File: src/rtl/full_argmax_pkg.sv
// Shared float_24_8 types, argmax FSM states and the float-to-ordered-key helper.
package full_argmax_pkg;

  localparam int unsigned FLOAT_W = 32;

  typedef logic [FLOAT_W-1:0] float_24_8;

  typedef enum logic [1:0] {
    IDLE   = 2'd0,
    ACCUM  = 2'd1,
    RESULT = 2'd2
  } full_argmax_state_t;

  // Map a float onto an unsigned key with the same ordering; both zeros share one key.
  function automatic logic [FLOAT_W-1:0] f24_8_key(input float_24_8 v);
    logic [FLOAT_W-1:0] key;
    if (v[FLOAT_W-2:0] == '0) begin
      key = 32'h8000_0000;
    end else if (v[FLOAT_W-1]) begin
      key = ~v;
    end else begin
      key = v ^ 32'h8000_0000;
    end
    return key;
  endfunction

endpackage

File: src/rtl/f24_8_gt.sv
// Combinational float_24_8 strict greater-than; shared with pooling and softmax stages.
module f24_8_gt
  import full_argmax_pkg::*;
(
  input  logic [31:0] a,
  input  logic [31:0] b,
  output logic        a_gt_b_c
);

  assign a_gt_b_c = f24_8_key(a) > f24_8_key(b);

endmodule

File: src/rtl/full_argmax.sv
// Argmax classifier over one frame of NUM_CLASSES float_24_8 beats, checked against a label.
// Optional record counters (frames_total/frames_ok) are enabled by FULL_ARGMAX_STATS_EN.
module full_argmax
  import full_argmax_pkg::*;
#(
  parameter int unsigned NUM_CLASSES = 6,
  parameter int unsigned IDX_W       = 8
) (
  input  logic             clk,
  input  logic             reset,
  input  logic [31:0]      st_data_out,
  input  logic             st_data_out_vld,
  input  logic             st_data_out_fst,
  output logic             st_data_out_rdy,
  input  logic [IDX_W-1:0] label,
  input  logic             label_vld,
  output logic             label_rdy,
  output logic [IDX_W-1:0] class_out,
  output logic [31:0]      class_max,
  output logic             class_ok,
  output logic             class_vld,
  input  logic             class_rdy,
  output logic             frame_abort
`ifdef FULL_ARGMAX_STATS_EN
  ,
  output logic [31:0]      frames_total,
  output logic [31:0]      frames_ok
`endif
);

  if (NUM_CLASSES < 2 || NUM_CLASSES > 255 || NUM_CLASSES > (1 << IDX_W)) begin : g_bad_cfg
    $fatal(1, "full_argmax: NUM_CLASSES must be 2..255 and fit in IDX_W bits");
  end

  localparam logic [IDX_W-1:0] LAST_IDX = IDX_W'(NUM_CLASSES - 1);

  full_argmax_state_t state, state_d;
  logic [31:0]        best_val, best_val_d;
  logic [IDX_W-1:0]   best_idx, best_idx_d;
  logic [IDX_W-1:0]   beat_cnt, beat_cnt_d;
  logic               label_held, label_held_d;
  logic [IDX_W-1:0]   label_q, label_q_d;
  logic [IDX_W-1:0]   class_out_d;
  logic [31:0]        class_max_d;
  logic               class_ok_d;
  logic               class_vld_d;
  logic               frame_abort_d;
  logic               st_rdy_d;
  logic               label_rdy_d;
  logic               beat_acc_c;
  logic               beat_gt_c;

  assign beat_acc_c = st_data_out_vld & st_data_out_rdy;

  f24_8_gt u_gt (
    .a        (st_data_out),
    .b        (best_val),
    .a_gt_b_c (beat_gt_c)
  );

  always_ff @(posedge clk) begin
    if (reset) begin
      state           <= IDLE;
      best_val        <= '0;
      best_idx        <= '0;
      beat_cnt        <= '0;
      label_held      <= 1'b0;
      label_q         <= '0;
      class_out       <= '0;
      class_max       <= '0;
      class_ok        <= 1'b0;
      class_vld       <= 1'b0;
      frame_abort     <= 1'b0;
      st_data_out_rdy <= 1'b1;
      label_rdy       <= 1'b1;
    end else begin
      state           <= state_d;
      best_val        <= best_val_d;
      best_idx        <= best_idx_d;
      beat_cnt        <= beat_cnt_d;
      label_held      <= label_held_d;
      label_q         <= label_q_d;
      class_out       <= class_out_d;
      class_max       <= class_max_d;
      class_ok        <= class_ok_d;
      class_vld       <= class_vld_d;
      frame_abort     <= frame_abort_d;
      st_data_out_rdy <= st_rdy_d;
      label_rdy       <= label_rdy_d;
    end
  end

  always_comb begin
    state_d       = state;
    best_val_d    = best_val;
    best_idx_d    = best_idx;
    beat_cnt_d    = beat_cnt;
    label_held_d  = label_held;
    label_q_d     = label_q;
    class_out_d   = class_out;
    class_max_d   = class_max;
    class_ok_d    = class_ok;
    frame_abort_d = 1'b0;

    unique case (state)
      IDLE: begin
        if (beat_acc_c && st_data_out_fst) begin
          best_val_d = st_data_out;
          best_idx_d = '0;
          beat_cnt_d = IDX_W'(1);
          state_d    = ACCUM;
        end
      end
      ACCUM: begin
        if (beat_acc_c) begin
          if (st_data_out_fst) begin
            best_val_d    = st_data_out;
            best_idx_d    = '0;
            beat_cnt_d    = IDX_W'(1);
            frame_abort_d = 1'b1;
          end else begin
            // Strict compare keeps the lowest index on ties.
            if (beat_gt_c) begin
              best_val_d = st_data_out;
              best_idx_d = beat_cnt;
            end
            if (beat_cnt == LAST_IDX) begin
              state_d = RESULT;
            end else begin
              beat_cnt_d = beat_cnt + IDX_W'(1);
            end
          end
        end
      end
      RESULT: begin
        if (class_vld && class_rdy) begin
          state_d      = IDLE;
          label_held_d = 1'b0;
        end
      end
      default: state_d = IDLE;
    endcase

    if (label_vld && label_rdy) begin
      label_held_d = 1'b1;
      label_q_d    = label;
    end

    // Record fields track the final best; they only move while no record is pending.
    if (state_d == RESULT) begin
      class_out_d = best_idx_d;
      class_max_d = best_val_d;
      class_ok_d  = (best_idx_d == label_q_d);
    end
  end

  assign class_vld_d = (state_d == RESULT) && label_held_d;
  assign st_rdy_d    = (state_d != RESULT);
  assign label_rdy_d = !label_held_d;

`ifdef FULL_ARGMAX_STATS_EN
  always_ff @(posedge clk) begin
    if (reset) begin
      frames_total <= '0;
      frames_ok    <= '0;
    end else if (class_vld && class_rdy) begin
      frames_total <= frames_total + 32'd1;
      if (class_ok) begin
        frames_ok <= frames_ok + 32'd1;
      end
    end
  end
`endif

endmodule

File: config.mk
export PLATFORM = sky130hd
export DESIGN_NAME = full_argmax
export DESIGN_NICKNAME = d
export VERILOG_FILES = /design/src/rtl/full_argmax_pkg.sv /design/src/rtl/f24_8_gt.sv /design/src/rtl/full_argmax.sv
export SDC_FILE = /design/constraint.sdc
export NUM_CORES = 1
export LEC_CHECK = 0
export BUFFER_PORTS_ARGS = -buffer_cell sky130_fd_sc_hd__buf_2
export CAP_MARGIN = 25
export CORE_MARGIN = 10
export CORE_UTILIZATION = 57
export DETAILED_ROUTE_END_ITERATION = 7
export PLACE_DENSITY_LB_ADDON = 0.1
export SKIP_CTS_REPAIR_TIMING = 1
export SYNTH_ARGS = -nofsm -noshare
export SYNTH_HDL_FRONTEND = slang
export SYNTH_SLANG_ARGS = --single-unit
File: constraint.sdc
create_clock -name clk -period 4.2 [get_ports clk]
set_input_delay 0 -clock clk [delete_from_list [all_inputs] [get_ports clk]]
set_output_delay 0 -clock clk [all_outputs]
set_load 0.03 [all_outputs]
# Word-level counts from Yosys, hierarchy flattened
# Cells that the tools add are included.
# classes
addsub	1
order_cmp	1
n_eq_ne	9
muxes	30
bitwise	7
n_reduce_logical	11
# ops
operator	n
two-way mux 32 bit	8
two-way mux 8 bit	9
inverter 32 bit	2
one-hot mux 32 bit (2 select lines)	1
logical NOT 31 bit	2
> comparator 32 bit	1
one-hot mux 8 bit (2 select lines)	2
two-way mux 2 bit	5
adder 8 x 1 -> 8 bit (second input constant)	1
equality test 8 x 3 -> 1 bit (second input constant)	1
equality test 8 bit	1
inequality test 2 bit (second input constant)	3
one-hot mux 2 bit (3 select lines)	1
equality test 2 bit (second input constant)	2
logical AND 1 bit	4
two-way mux 1 bit	4
inverter 1 bit	4
AND reduction 4 bit	1
inequality test 3 bit (second input constant)	1
OR reduction 3 bit	1
equality test 2 x 1 -> 1 bit (second input constant)	1
logical NOT 2 bit	1
nonzero test 2 bit	1
bitwise AND 1 bit	1
logical NOT 1 bit	1
# word_totals
regBits	104
input_bits	46
output_inout_bits	45
elab_cells	72

# Depth between registers and ports, before layout
# Gate-level depths: netlist of run 1.
# logic_depth
ltp_word	9
mapped_depth	15
depth_no_buf	13

# By module
# Synthesis of run 1 repeated with hierarchy kept, for this count alone.
# unflattened
hier_cells	622
area_unflattened_um2	5576.6
# modules_own_cells
mod	instances	cells_each	area_each_um2	seq_area_each_um2
full_argmax	1	381	3782.4	2082.0
f24_8_gt	1	241	1794.2	0.0

# Least setup slack after synthesis of run 1
# OpenSTA, ideal clock, no wires.
# synth_timing
path_type	reg-to-reg
start	reg best_val[19]
end	reg class_max[0]
setup_time_ns	0.137
arrival_time_ns	3.364
required_ns	4.063
path_slack_ns	0.698
path_stages_with_launch	15
n_path_buf	1
period_less_slack_ns	3.502
path_cell_list	dfxtp_1 -> or4_1 -> nor4_1 -> nand4b_1 -> and2_1 -> ha_1 -> nand4_1 -> or4_1 -> o21bai_1 -> inv_1 -> o21a_4 -> a21oi_4 -> buf_12 -> mux2i_1 -> a211oi_1
# synth_between
elab_chain_len	8
word_cells_on_any_way	9
cone_classes	order compare (1); mux (6); bitwise (1); reduce/logical (1)
# synth_lines
element	line	rtl
from (decl)	full_argmax.sv:38	logic [31:0] best_val, best_val_d;
from (signal assigned)	full_argmax.sv:78	best_val <= best_val_d;
branches (longest 2 deep; another with logical NOT 31 bit)	--	
two-way mux 32 bit *	full_argmax_pkg.sv:17	if (v[FLOAT_W-2:0] == '0) begin
> comparator 32 bit *	f24_8_gt.sv:10	assign a_gt_b_c = f24_8_key(a) > f24_8_key(b);
two-way mux 32 bit *	full_argmax.sv:123	if (beat_gt_c) begin
two-way mux 32 bit *	full_argmax.sv:116	if (st_data_out_fst) begin
two-way mux 32 bit *	full_argmax.sv:115	if (beat_acc_c) begin
one-hot mux 32 bit (2 select lines) *	full_argmax.sv:105	unique case (state)
to (signal assigned)	full_argmax.sv:84	class_max <= class_max_d;
to (decl)	full_argmax.sv:19	output logic [31:0] class_max,
# Mark *: on every way between the ends.
# A chain may end at the register's enable or synchronous reset.

# Worst setup path in the final report of run 1
# layout_timing
start	reg best_val[19]
end	reg class_max[21]
# The elaborated chain is that of the path after synthesis.

==> summary.md, run 1 <==
| Metric | Value |
|---|---|
| First-pass GRT wire length | about 25 mm |
| Worst Path Required | around 4.4 ns |
| Placed Cells incl. Taps | 850 |
| Largest stage delay, worst path | 0.54 ns |
| Routability cong. | roughly 0.87 |
| Max-cap check violation count | 0 |
| RSZ-0062 raised after global routing | false |
| Worst hold slack | -0.0301 ns |
| GRT Residual Overflow | 0 |
| Die Y | 120 um |
| Clock skew | between 0.01 and 0.015 ns |
| First-iteration detailed-routing DRC count | 327 |
| Worst R2R Start | best_val[19] |
| Area Overhead vs Synth | 18.6% |
| Starting Density | between 50 and 60% |
| Worst VDD drop | between 0.4 and 0.5 mV |
| Post-synthesis net count | ~730 |
| Core footprint | around 10000 um2 |
| Status | finished, violations left |
| Netlist cell types | ~50 |
| Post-synth EDFFs | 0 |
| Clk sinks | between 100 and 150 |
| I/O pin count | ~90 |
| CP max FO | 17 |
| Vias per std cell | roughly 5.6 |
| DR WL/cell | approximately 17 um |
| Slowest-stage cell, CP | or4_4 |
| Cell Area, Synth | about 5700 um2 |
| Final nets | ~840 |
| HP Class | in2reg |
| Synth Area per Inst | 8.70 um2 |
| DRC viols | 0 |
| Number of H-tree levels | 3 |
| Crit Path Class | reg2reg |
| Final setup fails | 0 |
| Reg-to-reg endpoint | class_max[21] |
| Sw Ratio | 30.1% |
| Final Critical Period | approximately 4.0 ns |
| CP endpoint kind | flop |
| Fmax | 253 MHz |
| Clock Tree Root | clkbuf_8 |
| Finished Core Util | between 60 and 70% |
| Fin crit share | a little over nine tenths |
| CTS Buffer Depth | 2 |
| Flop pwr share | a little under half |
| Yosys reg bits | roughly 100 |
| Power per Cell Area | 323 nW/um2 |
| Pins Over Slew Limit | 0 |
| Asr flop ratio synth | 0% |
| Failing checks | hold timing |
| Drt pass-1 iters | 5 |
| Setup TNS | 0 ns |
| Worst EP arrival | 4.19 ns |
| Std-Cell Rows | 36 |
| Worst skew pair latency | 0.40 ns |
| Comb power frac | a little over a fifth |
| Startpoint types | flop |
| Power share of the clock group | between 30% and 40% |
| Post-Synthesis Cells | ~650 |
| Vias in the first global route | slightly below 5,000 |
| Ys flop type | dfxtp_1 |
| CP Buf/Inv Count | 3 |
| CTS Buf Count | 9 |
| Register area share after synthesis | between 30% and 40% |
| Port bufs | 90 |
| GRT Total Usage | 20.8% |
| Leakage | 0.00301 uW |
| HP Start | st_data_out[25] |
| Fraction of layout cells with a size suffix above 1 | between 10% and 20% |
| Post-route ant nets | 0 |
| Final Hold Fails | 4 |
| Worst slew pin tran | ~0.98 ns |
| Crit-path cells | or4_1 > nor4_1 > nand4b_1 > buf_4 > and2_1 > ha_1 > nand4_1 > or4_4 > o21bai_1 > inv_1 > o21a_4 > a21oi_4 > buf_12 > mux2i_1 > a211oi_1 |
| Hold path cells | 3 |
| DP Wirelength | roughly 11 mm |
| Sw Pwr | between 600 and 700 uW |
| Worst Setup SP | best_val[19] |
| Fillers | 826 |
| DRT Wirelength | approximately 15 mm |
| Pint | between 1500 and 2000 uW |
| Total power | between 2000 and 2500 uW |
| R2R depth | 15 |
| Worst R2R Setup Slack | between 0.2 and 0.25 ns |
| Synth warn | 0 |
| Hold EP | best_val[25] |
| Die X | 120 um |
| TritonCTS clock tree | built |
| Crit path max-delay family | simple AND/OR/NAND/NOR gates |
| Clock transition at path regs | around 0.10 ns |
| Antenna violations before repair | 1 |
| Fin cells | around 900 |
| Die Footprint | 14,400 um2 |
| Slew headroom | between 30% and 40% |
| Largest net degree at the start of global routing | 56 |
| Via Count | 5,064 |
-- tightest hold or removal path: stages --
cell	delay (ns)
buf_2	0.12
mux2i_1	0.12
nor2_1	0.10
-- metrics by stage --
stage	area (um2)	worst slack, ns	hold WS [ns]
5_1_grt	6740	0.00545	0.00181
3_5_place_dp	6220	0.226	0.309
6_report	6740	0.250	-0.0301
4_1_cts	6420	0.185	-0.102
3_3_place_gp	6220	0.296	0.303
2_1_floorplan	5680	0.698	0.164
-- power groups by stage --
stage          Sequential [uW]  Clock, uW  Combinational (uW)
3_3_place_gp              1060          0                 435
2_1_floorplan             1060          0                 334
6_report                  1040        660                 478
5_1_grt                   1040        709                 536
3_5_place_dp              1060          0                 449
4_1_cts                   1040        671                 452
-- layout make-up --
cell class / instances / area (um2) / share of cell area [%]
Multi-Input combinational cell: 505 / 3410 / 50.6
Sequential cell: 104 / 2080 / 30.9
Timing Repair Buffer: 131 / 850 / 12.6
Tap cell: 133 / 166 / 2.47
Clock buffer: 11 / 141 / 2.10
Clock inverter: 5 / 63.8 / 0.947
Inverter: 7 / 26.3 / 0.390
Antenna cell: 1 / 2.50 / 0.0371
-- worst max-delay path by stage --
stage / end / slack, ns / cells past startpoint
floorplan: class_max[0] / 0.70 / 14
global placement: class_max[14] / 0.30 / 15
detailed placement: class_max[30] / 0.23 / 15
CTS: class_max[12] / 0.18 / 15
global route: class_max[13] / 0.005 / 15
finish: class_max[21] / 0.25 / 15
-- registers in the layout, summed over array words and instances (netlist names) --
name / count
class_out: 8
frame_abort: 1
st_data_out_rdy: 1
class_ok: 1
best_val: 32
class_vld: 1
label_held: 1
state: 2
label_rdy: 1
class_max: 32
beat_cnt: 8
label_q: 8
best_idx: 8
-- routing by layer --
metal,vias to the layer above,wire length (um),GRT usage (%)
met2,132,7360,34.3
li1,2521,-,-
met3,23,900,6.14
met1,2388,6910,26.2
met5,-,0,0
met4,0,227,4.68
-- cell usage after synthesis (15+ instances only) --
cell / instances / area [um2]
xor2_1: 38 / 333
nor2_1: 139 / 522
a21oi_1: 15 / 75.1
dfxtp_1: 104 / 2080
ha_1: 34 / 425
xnor2_1: 34 / 298
nand2_1: 45 / 169
clkbuf_1: 30 / 113
nand4_1: 15 / 93.8
a211oi_1: 42 / 315
nor4_1: 16 / 100
mux2i_1: 41 / 410
-- layout by cell type (no fill, tap or decap), types with 15 or more instances in the layout --
cell	netlist	final
xor2_1	38	38
mux2i_1	41	40
a211oi_1	42	42
nor4_1	16	16
nand2_1	45	45
ha_1	34	34
xnor2_1	34	34
dlygate4sd3_1	0	30
a21oi_1	15	15
buf_2	0	90
dfxtp_1	104	104
nand4_1	15	15
nor2_1	139	139
-- cell families (layout without fill, tap and decap cells) --
logic type	after synthesis	in the layout	share of synthesized area, %
compound gates	103	103	13.1
xor+xnor	72	72	11.1
fa+ha+maj	34	34	7.48
buf+inv	44	154	3.76
flops	104	104	36.6
mux	47	47	8.41
other cells	0	1	0
simple gates	249	249	19.6
Note: power is estimated with default switching activity, not from simulation.
==> run 2: changes to the inputs <==
Settings changed: CAP_MARGIN 25 to 10, SYNTH_HIERARCHICAL set to 1.
==> run 2 against run 1 <==
The run ends with hold timing, setup timing left. Utilization grew 14 points. Synthesized cell count shrank 4.7%. Clock-buffer cell count shrank 1. Wire length grew 20%. Critical endpoint is now class_ok.
==> summary.md, run 2 <==
| Metric | Value |
|---|---|
| Die Footprint | between 10,000 and 15,000 um2 |
| Slew headroom | between 30% and 40% |
| CP Buf/Inv Count | 6 |
| Reg-to-reg endpoint | class_ok |
| Post-Synthesis Cells | between 600 and 700 |
| Area Overhead vs Synth | 43.8% |
| Core footprint | between 9000 and 10,000 um2 |
| PnR worst setup slack | -0.297 ns |
| Worst EP arrival | approximately 4.8 ns |
| Count leader, synth | nor2_1 |
| Fraction of layout cells with a size suffix above 1 | a little over a third |
| TritonCTS clock tree | built |
| Worst skew pair latency | 0.38 ns |
| Final Critical Period | approximately 4.5 ns |
| Reg area | 2080 um2 |
| Worst Path Required | around 4.5 ns |
| GRT Total Usage | around 20% |
| Fmax | around 220 MHz |
| Final nets | just under 900 |
| Sw Pwr | approximately 750 uW |
| Leakage | between 0.003 and 0.004 uW |
| First-pass GRT wire length | 23.4 mm |
| Routability cong. | roughly 0.95 |
| Post-route ant nets | 0 |
| Crit path max-delay family | simple AND/OR/NAND/NOR gates |
| Failing checks | hold timing, setup timing |
| Setup TNS | -7.37 ns |
| Final Hold Fails | 1 |
| Total power | 2530 uW |
| DR WL/cell | slightly below 20 um |
| Worst slew pin tran | between 0.9 and 1 ns |
| Worst hold slack | -0.0317 ns |
| Hold path cells | 3 |
| Via Count | 5,457 |
| Crit Path Class | reg2reg |
| CP endpoint kind | flop |
| Flop pwr share | just over 40% |
| Clock skew | around 0.017 ns |
| DRC viols | 0 |
| DP Wirelength | approximately 11 mm |
| Std-Cell Rows | 36 |
| HP Start | st_data_out[27] |
| Fillers | approximately 540 |
| Biggest regs | best_val (32), class_max (32) |
| Yosys reg bits | about 100 |
| Port bufs | 90 |
| Antenna violations before repair | 0 |
| CTS Buf Count | 9 |
| HP Class | in2reg |
| Netlist cell types | 53 |
| Clock Tree Root | clkbuf_8 |
| RSZ-0062 raised after global routing | true |
| Asr flop ratio synth | 0% |
| Crit-path cells | or4_4 > nor4_4 > nand4b_4 > buf_12 > buf_12 > buf_6 > nand2_4 > ha_4 > nand4_1 > nor4_2 > a21boi_2 > o31ai_2 > a21oi_2 > buf_6 > inv_2 > nor4b_2 > buf_4 > nor3_1 > nand3b_1 > or4_4 > o32ai_2 |
| Final setup fails | 64 |
| Power per Cell Area | around 320 nW/um2 |
| Synth area leaders | dfxtp_1 37%, nor2_1 8.9%, ha_1 7.6%, mux2i_1 7.2%, xor2_1 6.1% |
| Clk sinks | 104 |
| Most frequent cells in the layout | 131 x nor2_1, 102 x dfxtp_1, 90 x buf_2 |
| Starting Density | 57.9% |
| Post-synth top area cell | dfxtp_1 |
| GRT Residual Overflow | 0 |
| CTS Buffer Depth | 2 |
| Cell Area, Synth | approximately 5600 um2 |
| N_diodes | 0 |
| Max-cap check violation count | 0 |
| Post-synth EDFFs | 0 |
| Vias in the first global route | about 4,800 |
| Finished Core Util | roughly 83% |
| Clock transition at path regs | approximately 0.11 ns |
| Sw Ratio | a little under 30% |
| CP max FO | 5 |
| Synth warn | 6 |
| Worst R2R Start | best_val[21] |
| First-iteration detailed-routing DRC count | just over 500 |
| DRT Wirelength | about 19 mm |
| Hold EP | best_val[27] |
| Worst VDD drop | between 0.3 and 0.4 mV |
| Pins Over Slew Limit | 0 |
| Most frequent cells after synthesis | 132 x nor2_1, 104 x dfxtp_1, 42 x a211oi_1 |
| Vias per std cell | about 6 |
| Ys flop type | dfxtp_1 |
| Largest stage delay, worst path | around 0.54 ns |
| Startpoint types | flop |
| Pint | between 1500 and 2000 uW |
| Area occupied by multi-input gates | 3960 um2 |
| Worst R2R Setup Slack | -0.30 ns |
| Slowest-stage cell, CP | or4_4 |
| Number of H-tree levels | 3 |
| Synth Area per Inst | 8.97 um2 |
| Fin crit share | 107% |
| Die Y | around 120 um |
| Register area share after synthesis | between 30 and 40% |
| Status | finished, violations left |
| Power share of the clock group | a little under a third |
| Yosys top cell area share | a little under two fifths |
| Largest net degree at the start of global routing | 95 |
| R2R depth | 21 |
| I/O pin count | between 90 and 100 |
| Post-synthesis net count | approximately 700 |
| Comb power frac | a little under 30% |
| Die X | roughly 120 um |
| Commonest non-fill, non-tap cell in the layout | nor2_1 |
| Drt pass-1 iters | 5 |
==> run 2: power groups by stage <==
| stage | Sequential [uW] | Combinational, uW | Clock (uW) |
|---|---|---|---|
| floorplan | 1050 | 323 | 0 |
| global placement | 1050 | 471 | 0 |
| detailed placement | 1060 | 488 | 0 |
| CTS | 1030 | 490 | 767 |
| global route | 1040 | 777 | 805 |
| finish | 1040 | 731 | 760 |
==> run 2: worst max path at each step <==
stage / to / slack (ns) / from / cells after the start
2_1_floorplan: class_ok / 0.02 / best_val[19] / 17
5_1_grt: class_ok / -0.44 / best_val[21] / 18
6_report: class_ok / -0.30 / best_val[21] / 21
3_3_place_gp: class_ok / -0.34 / best_val[19] / 18
3_5_place_dp: class_ok / -0.45 / best_val[19] / 18
4_1_cts: class_ok / -0.47 / best_val[19] / 18
==> run 2: layer usage <==
| metal | track usage, % | vias to the layer above | share of wire, % |
|---|---|---|---|
| met1 | 24.7 | 2622 | 40 |
| li1 | - | 2536 | - |
| met2 | 34.7 | 242 | 50 |
| met5 | 0 | - | 0 |
| met3 | 4.16 | 57 | 6.2 |
| met4 | 5.04 | 0 | 3.2 |
==> run 2: tightest hold or removal path: stages <==
cell,delay [ns]
buf_2,0.14
mux2i_4,0.09
nor2_1,0.08
==> run 2: through the flow <==
| step | setup slack (ns) | instances | area [um2] |
|---|---|---|---|
| 2_1_floorplan | 0.0237 | 622 | 5580 |
| 6_report | -0.297 | 936 | 8020 |
| 3_3_place_gp | -0.339 | 867 | 6510 |
| 4_1_cts | -0.474 | 883 | 6760 |
| 5_1_grt | -0.441 | 936 | 8020 |
| 3_5_place_dp | -0.448 | 867 | 6510 |
==> run 2: cell families (layout without fill, tap and decap cells) <==
kind of cell,after synthesis,after routing,synth area share (%)
multiplexers,40,40,7.18
adder cells (fa/ha/maj),34,34,7.63
AO/OA/AOI/OAI,89,89,11.4
AND/OR/NAND/NOR,240,241,21.7
buffers and inverters,42,222,3.37
flip-flops,104,104,37.3
XOR/XNOR,73,73,11.5
==> run 2: layout make-up <==
cell class              instances  area share [%]
repair buffers                200            19.2
multi-input cells             477            49.4
clock inverters                 6            1.40
inverters                       6           0.281
clock buffers                  10            1.72
well taps                     133            2.08
flip-flops and latches        104            26.0
